[src/rtl/clock_pkg.sv]
// Shared types and BCD limits for the BCD time-of-day clock core.
package clock_pkg;

  typedef enum logic [1:0] {
    RUN      = 2'd0,
    SET_HOUR = 2'd1,
    SET_MINU = 2'd2,
    SET_SECO = 2'd3
  } set_state_e;

  localparam logic [7:0] HOUR_MAX = 8'h23;
  localparam logic [7:0] MS_MAX   = 8'h59;

  function automatic logic [7:0] bcd_to_12h(input logic [7:0] h);
    logic [7:0] r;
    r = h;
    if (h == 8'h00)      r = 8'h12;
    else if (h <= 8'h12) r = h;
    else if (h <= 8'h19) r = h - 8'h12;
    else if (h == 8'h20) r = 8'h08;
    else if (h == 8'h21) r = 8'h09;
    else if (h == 8'h22) r = 8'h10;
    else                 r = 8'h11;
    return r;
  endfunction

endpackage

[src/rtl/bcd_field_cnt.sv]
// Two-digit BCD field counter with a programmable wrap limit.
module bcd_field_cnt
  import clock_pkg::*;
#(
  parameter logic [7:0] RST_VAL = 8'h00
) (
  input  logic       clk,
  input  logic       rst,
  input  logic       inc,
  input  logic [7:0] limit,
  output logic [7:0] value,
  output logic [7:0] nxt,
  output logic       wrap
);

  assign wrap = inc && (value == limit);

  always_comb begin
    nxt = value;
    if (inc) begin
      if (value == limit)
        nxt = 8'h00;
      else if (value[3:0] == 4'd9)
        nxt = {value[7:4] + 4'd1, 4'd0};
      else
        nxt = {value[7:4], value[3:0] + 4'd1};
    end
  end

  always_ff @(posedge clk) begin
    if (rst) value <= RST_VAL;
    else     value <= nxt;
  end

endmodule

[src/rtl/clock_bcd_core.sv]
// BCD time-of-day clock with set FSM and 12h display.
// Optional alarm enabled by defining CLOCK_ALARM_EN.
module clock_bcd_core
  import clock_pkg::*;
#(
  parameter int         TICK_DIV  = 50_000_000,
  parameter logic [7:0] INIT_HOUR = 8'h00
) (
  input  logic       clk,
  input  logic       rst,
  input  logic       key_mode,
  input  logic       key_inc,
  input  logic       mode_12h,
  output logic [7:0] hour_bcd,
  output logic [7:0] minu_bcd,
  output logic [7:0] seco_bcd,
  output logic       pm,
  output logic       time_vld,
  output logic [1:0] set_state,
  input  logic [7:0] alarm_hour_bcd,
  input  logic [7:0] alarm_minu_bcd,
  input  logic       alarm_on,
  output logic       alarm
);

  localparam int PW = (TICK_DIV > 2) ? $clog2(TICK_DIV) : 1;
  localparam logic [PW-1:0] PTOP = PW'(TICK_DIV - 1);

  set_state_e state_q, state_d;
  logic [PW-1:0] presc;
  logic [7:0] hour, minu, seco;
  logic [7:0] hour_nxt, minu_nxt, seco_nxt;
  logic hour_wrap, minu_wrap, seco_wrap;
  logic tick, edit;
  logic hour_inc, minu_inc, seco_inc;

  assign tick = (state_q == RUN) && (presc == PTOP);
  assign edit = key_inc && !key_mode;

  // Carries ride only on the prescaler tick; set-mode edits never carry.
  assign seco_inc = tick || (state_q == SET_SECO && edit);
  assign minu_inc = (tick && seco_wrap) || (state_q == SET_MINU && edit);
  assign hour_inc = (tick && seco_wrap && minu_wrap)
                 || (state_q == SET_HOUR && edit);

  always_comb begin
    state_d = state_q;
    if (key_mode) begin
      case (state_q)
        RUN:      state_d = SET_HOUR;
        SET_HOUR: state_d = SET_MINU;
        SET_MINU: state_d = SET_SECO;
        default:  state_d = RUN;
      endcase
    end
  end

  always_ff @(posedge clk) begin
    if (rst) begin
      state_q  <= RUN;
      presc    <= '0;
      time_vld <= 1'b0;
    end else begin
      state_q  <= state_d;
      time_vld <= seco_inc || minu_inc || hour_inc;
      if (state_q != RUN || state_d != RUN || tick)
        presc <= '0;
      else
        presc <= presc + PW'(1);
    end
  end

  bcd_field_cnt #(.RST_VAL(INIT_HOUR)) u_hour (
    .clk(clk), .rst(rst), .inc(hour_inc), .limit(HOUR_MAX),
    .value(hour), .nxt(hour_nxt), .wrap(hour_wrap)
  );

  bcd_field_cnt #(.RST_VAL(8'h00)) u_minu (
    .clk(clk), .rst(rst), .inc(minu_inc), .limit(MS_MAX),
    .value(minu), .nxt(minu_nxt), .wrap(minu_wrap)
  );

  bcd_field_cnt #(.RST_VAL(8'h00)) u_seco (
    .clk(clk), .rst(rst), .inc(seco_inc), .limit(MS_MAX),
    .value(seco), .nxt(seco_nxt), .wrap(seco_wrap)
  );

  assign hour_bcd  = mode_12h ? bcd_to_12h(hour) : hour;
  assign pm        = mode_12h && (hour >= 8'h12);
  assign minu_bcd  = minu;
  assign seco_bcd  = seco;
  assign set_state = state_q;

`ifdef CLOCK_ALARM_EN
  logic alarm_q;
  logic unused_alarm;
  assign unused_alarm = ^{seco_nxt, hour_wrap};

  // Compare against the post-tick values so the flag rises with 00 seconds.
  always_ff @(posedge clk) begin
    if (rst)
      alarm_q <= 1'b0;
    else if (key_mode || key_inc || !alarm_on)
      alarm_q <= 1'b0;
    else if (tick && seco_wrap
             && hour_nxt == alarm_hour_bcd
             && minu_nxt == alarm_minu_bcd)
      alarm_q <= 1'b1;
  end

  assign alarm = alarm_q;
`else
  logic unused_alarm;
  assign unused_alarm = ^{alarm_hour_bcd, alarm_minu_bcd, alarm_on,
                          hour_nxt, minu_nxt, seco_nxt, hour_wrap};
  assign alarm = 1'b0;
`endif

endmodule
[config.mk]
export PLATFORM = sky130hd
export DESIGN_NAME = clock_bcd_core
export DESIGN_NICKNAME = d
export VERILOG_FILES = /design/src/rtl/clock_pkg.sv /design/src/rtl/bcd_field_cnt.sv /design/src/rtl/clock_bcd_core.sv
export SDC_FILE = /design/constraint.sdc
export NUM_CORES = 1
export LEC_CHECK = 0
export ABC_AREA = 1
export BUFFER_PORTS_ARGS = -buffer_cell sky130_fd_sc_hd__buf_2
export CORE_MARGIN = 5
export CORE_UTILIZATION = 45
export DETAILED_ROUTE_END_ITERATION = 7
export PLACE_DENSITY = 0.66
export SLEW_MARGIN = 20
export SYNTH_ARGS = -nofsm -noshare
export SYNTH_HDL_FRONTEND = slang
export SYNTH_SLANG_ARGS = --single-unit
export TNS_END_PERCENT = 20
[constraint.sdc]
create_clock -name clk -period 1.95 [get_ports clk]
set_input_delay 0.0975 -clock clk [delete_from_list [all_inputs] [get_ports clk]]
set_output_delay 0.0975 -clock clk [all_outputs]
set_load 0.1 [all_outputs]
==> metrics.md <==
| Metric | Value |
|---|---|
| RSZ-0062 raised after global routing | true |
| First-pass GRT wire length | 12.0 mm |
| Initial core utilization | 0.458 |
| Upper clock frequency limit | 497 MHz |
| Register area share after synthesis | 0.323 |
| Antenna violations before repair | 0 |
| Worst R2R Start | presc[0]$_SDFF_PP0_ |
| FF+latch count, synth | 53 |
| Distinct cell type count after synthesis | 37 |
| Vias | 3159 |
| FF-to-FF End | presc[24]$_SDFF_PP0_ |
| P per Cell Area | 542 mW/mm^2 |
| Gr ovfl total | 0 |
| Slew Viols, Final | 0 |
| Ant diodes | 0 |
| Met1 GRT Util | 0.215 |
| Critical Path Source Type | flip-flop |
| Final TNS setup | -98.1 ps |
| Global Route Usage Sum | 0.162 |
| Port Buf Inserts | 32 |
| Vias in the first global route | 2729 |
| Die W | 95.4 microns |
| Hold Path Class | in2reg |
| Setup ws final | -63.7 ps |
| Skew-Pair Late Insertion Delay | 310 ps |
| CTS Hold Bufs | 0 |
| Multiplexer share of the synthesized area | 0 |
| Post-synth EDFFs | 0 |
| Post-synthesis cell count | 480 |
| Final Cycle Share | 1.03 |
| Remaining DRCs | 0 |
| Post-synthesis compound-gate area fraction | 0.0975 |
| Cell taking the most area after synthesis | dfxtp_1 |
| Worst path depth | 11 |
| Worst EP arrival | 1920 ps |
| Hold Vio Cnt, Final | 0 |
| Core Area | 0.00718 sq mm |
| Antenna-violating nets left | 0 |
| Flop2flop setup slack | 220 ps |
| Non-Filler Instances | 630 |
| Root Buffer | clkbuf_8 |
| Syn-to-layout area delta | 24.2% |
| Nature of the critical path endpoint | output port |
| Layout filler cell count | 686 |
| Post-synthesis adder-cell area fraction | 0.0724 |
| Place WS | 164 ps |
| M3 GR Usage | 0.0324 |
| Cell Chain, Critical Path | inv_2 > nand4_1 > inv_2 > nand2_1 > nand2_4 > inv_4 > buf_4 > nor2_1 > nand2_1 > o21ai_2 > buf_12 |
| Final WL | 7.31 mm |
| Die area | 0.00911 sq mm |
| Cell family with most CP delay | simple AND/OR/NAND/NOR gates |
| Die Span Y | 95.4 microns |
| Crit Path Category | reg2out |
| Syn_nets | 521 |
| Syn_area_per_cell | 6.84 sq um |
| Gr busiest metal | met2 |
| Top cells by area, synth | dfxtp_1 (32%), nand2_1 (10%), nor2_1 (8.1%) |
| Iteration-0 DRC Markers | 133 |
| M2 GR Usage | 0.271 |
| HPWL Detailed | 5.58 mm |
| Outcome | finished, violations left |
| Number of max-cap violations | 0 |
| Fraction of layout cells with a size suffix above 1 | 0.262 |
| Drt via density | 5.01 |
| Violated checks | setup timing |
| Minimum clock period | 2010 ps |
| Largest net degree at the start of global routing | 17 |
| Post-synth top area share | 0.323 |
| Tot Pwr | 2.21 mW |
| Leakage | 1.66 nW |
| Required @ worst endpoint | 1850 ps |
| Placed Cells | 608 |
| Largest family of logic cells by synthesized area | simple AND/OR/NAND/NOR gates |
| Fin Hold WS | 121 ps |
| Setup Skew | 8.28 ps |
| CTS Sinks | 53 |
| # IOs | 51 |
| TritonRoute pass-1 iters | 4 |
| Gpl congestion | 0.869 |
| Clk buf depth | 2 |
| Crit Path Max Fanout | 6 |
| DR WL/cell | 11.6 microns |
| Fin nets | 571 |
| Clk slew on worst S/H paths | 100 ps |
| Crit path capture | hour_bcd[2] |
| CTS tree | built |
| Mapped Area | 0.00328 sq mm |
| CTS H-tree depth | 2 |
| VDD IR-drop max | 0.000375 V |
| Cells on worst reg2reg path | 10 |
| Total CTS buffers | 5 |
| Post-synthesis simple-gate area fraction | 0.361 |
| Final setup viols | 3 |
| CP startpoint | u_hour.value[1]$_SDFFE_PP0P_ |
| Synth Area in XOR/XNOR | 0.0507 |
| Critical path buffer and inverter count | 5 |
| Slowest-stage cell, CP | dfxtp_4 |
| FFs w/ async S/R, synth | 0 |
| CP peak stage delay | 380 ps |
| Most used DFF post-synth | dfxtp_1 |
| Row count | 31 |
| Yosys warns | 0 |
-- tightest hold or removal path, stage by stage --
cell,delay (ps)
buf_2,100
o21ai_0,100
inv_1,60
nor2_1,40
-- cells in the mapped netlist, types with 2 or more instances --
library cell / instances
nand3_1: 36
nor2_1: 71
nand2_2: 6
nand4_1: 12
nand3_2: 4
inv_1: 58
nor2_4: 4
buf_6: 2
nor4_1: 2
nor2_2: 2
xnor2_1: 5
inv_2: 10
xor2_1: 14
o21ai_0: 20
nand2_1: 88
ha_1: 19
nand2_4: 4
nor3_2: 3
o21ai_1: 6
dfxtp_1: 53
nor3b_1: 2
a21oi_1: 27
nor3_1: 15
buf_2: 3
a22oi_1: 2
-- stage by stage --
step	area (sq um)	util
2_1_floorplan	3390	-
3_3_place_gp	3760	0.523
3_5_place_dp	3760	0.523
4_1_cts	3970	0.553
5_1_grt	4080	0.568
6_report	4080	0.568
-- cell families after synthesis --
group,Yosys count
AO/OA/AOI/OAI,60
AND/OR/NAND/NOR,252
buffers and inverters,76
XOR/XNOR,19
other,1
flip-flops,53
adder cells (fa/ha/maj),19
-- worst min-delay path by stage --
stage	startpoint	endpoint	slack (ps)	cells after the start
global route	key_mode	set_state[0]$_SDFF_PP0_	160	4
floorplan	rst	u_seco.value[4]$_SDFFE_PP0P_	170	1
finish	key_mode	set_state[0]$_SDFF_PP0_	120	4
detailed placement	key_mode	set_state[0]$_SDFF_PP0_	450	4
CTS	key_mode	set_state[0]$_SDFF_PP0_	110	4
global placement	key_mode	set_state[0]$_SDFF_PP0_	450	4
-- placed cells by master, fill, tap and decap left out, types with 4 or more instances in the layout --
master	count
xnor2_1	5
o21ai_1	7
nand2_1	80
clkbuf_8	5
nand3_1	35
buf_4	18
inv_2	14
nand4_1	12
o21ai_2	4
nand3_2	5
buf_2	25
inv_1	49
a21oi_1	26
nor2_1	65
nand2_4	6
ha_1	17
dfxtp_1	44
o21ai_0	14
dfxtp_4	6
buf_12	7
nor3_1	14
nor2_2	7
nand2_2	12
nor2_4	5
xor2_1	14
-- report_power, final --
group	total, mW	internal, mW	switching (mW)
clock network	0.875	0.510	0.365
logic	0.236	0.0631	0.173
registers	1.10	1.09	0.0119
total	2.21	1.66	0.549
-- final cells by class --
class / count / area [sq um] / share of cell area
multi-input combinational: 351 / 2050 / 0.503
sequential: 53 / 1090 / 0.267
timing repair buffer: 50 / 400 / 0.0982
inverter: 69 / 280 / 0.0687
tap: 99 / 124 / 0.0304
clock buffer: 5 / 68.8 / 0.0169
clock inverter: 3 / 65.1 / 0.0160
-- routing by layer --
| metal | up-vias | share of wire |
|---|---|---|
| met4 | 0 | 0.0079 |
| met2 | 53 | 0.47 |
| met5 | - | 0 |
| met3 | 7 | 0.042 |
| met1 | 1447 | 0.48 |
| li1 | 1652 | - |
-- registers in the layout, summed over array words and instances, names as in the netlist --
| name | cells |
|---|---|
| set_state | 2 |
| u_seco.value | 8 |
| u_hour.value | 8 |
| time_vld | 1 |
| presc | 26 |
| u_minu.value | 8 |
-- timing repair --
item / in CTS / in global routing
setup buffers: 5 / 9
pin swaps: 7 / 7
cloned: 0 / 0
endpoints found under the setup margin: 6 / 11
resized for setup: 16 / 17
Note: power is estimated with default switching activity, not from simulation.
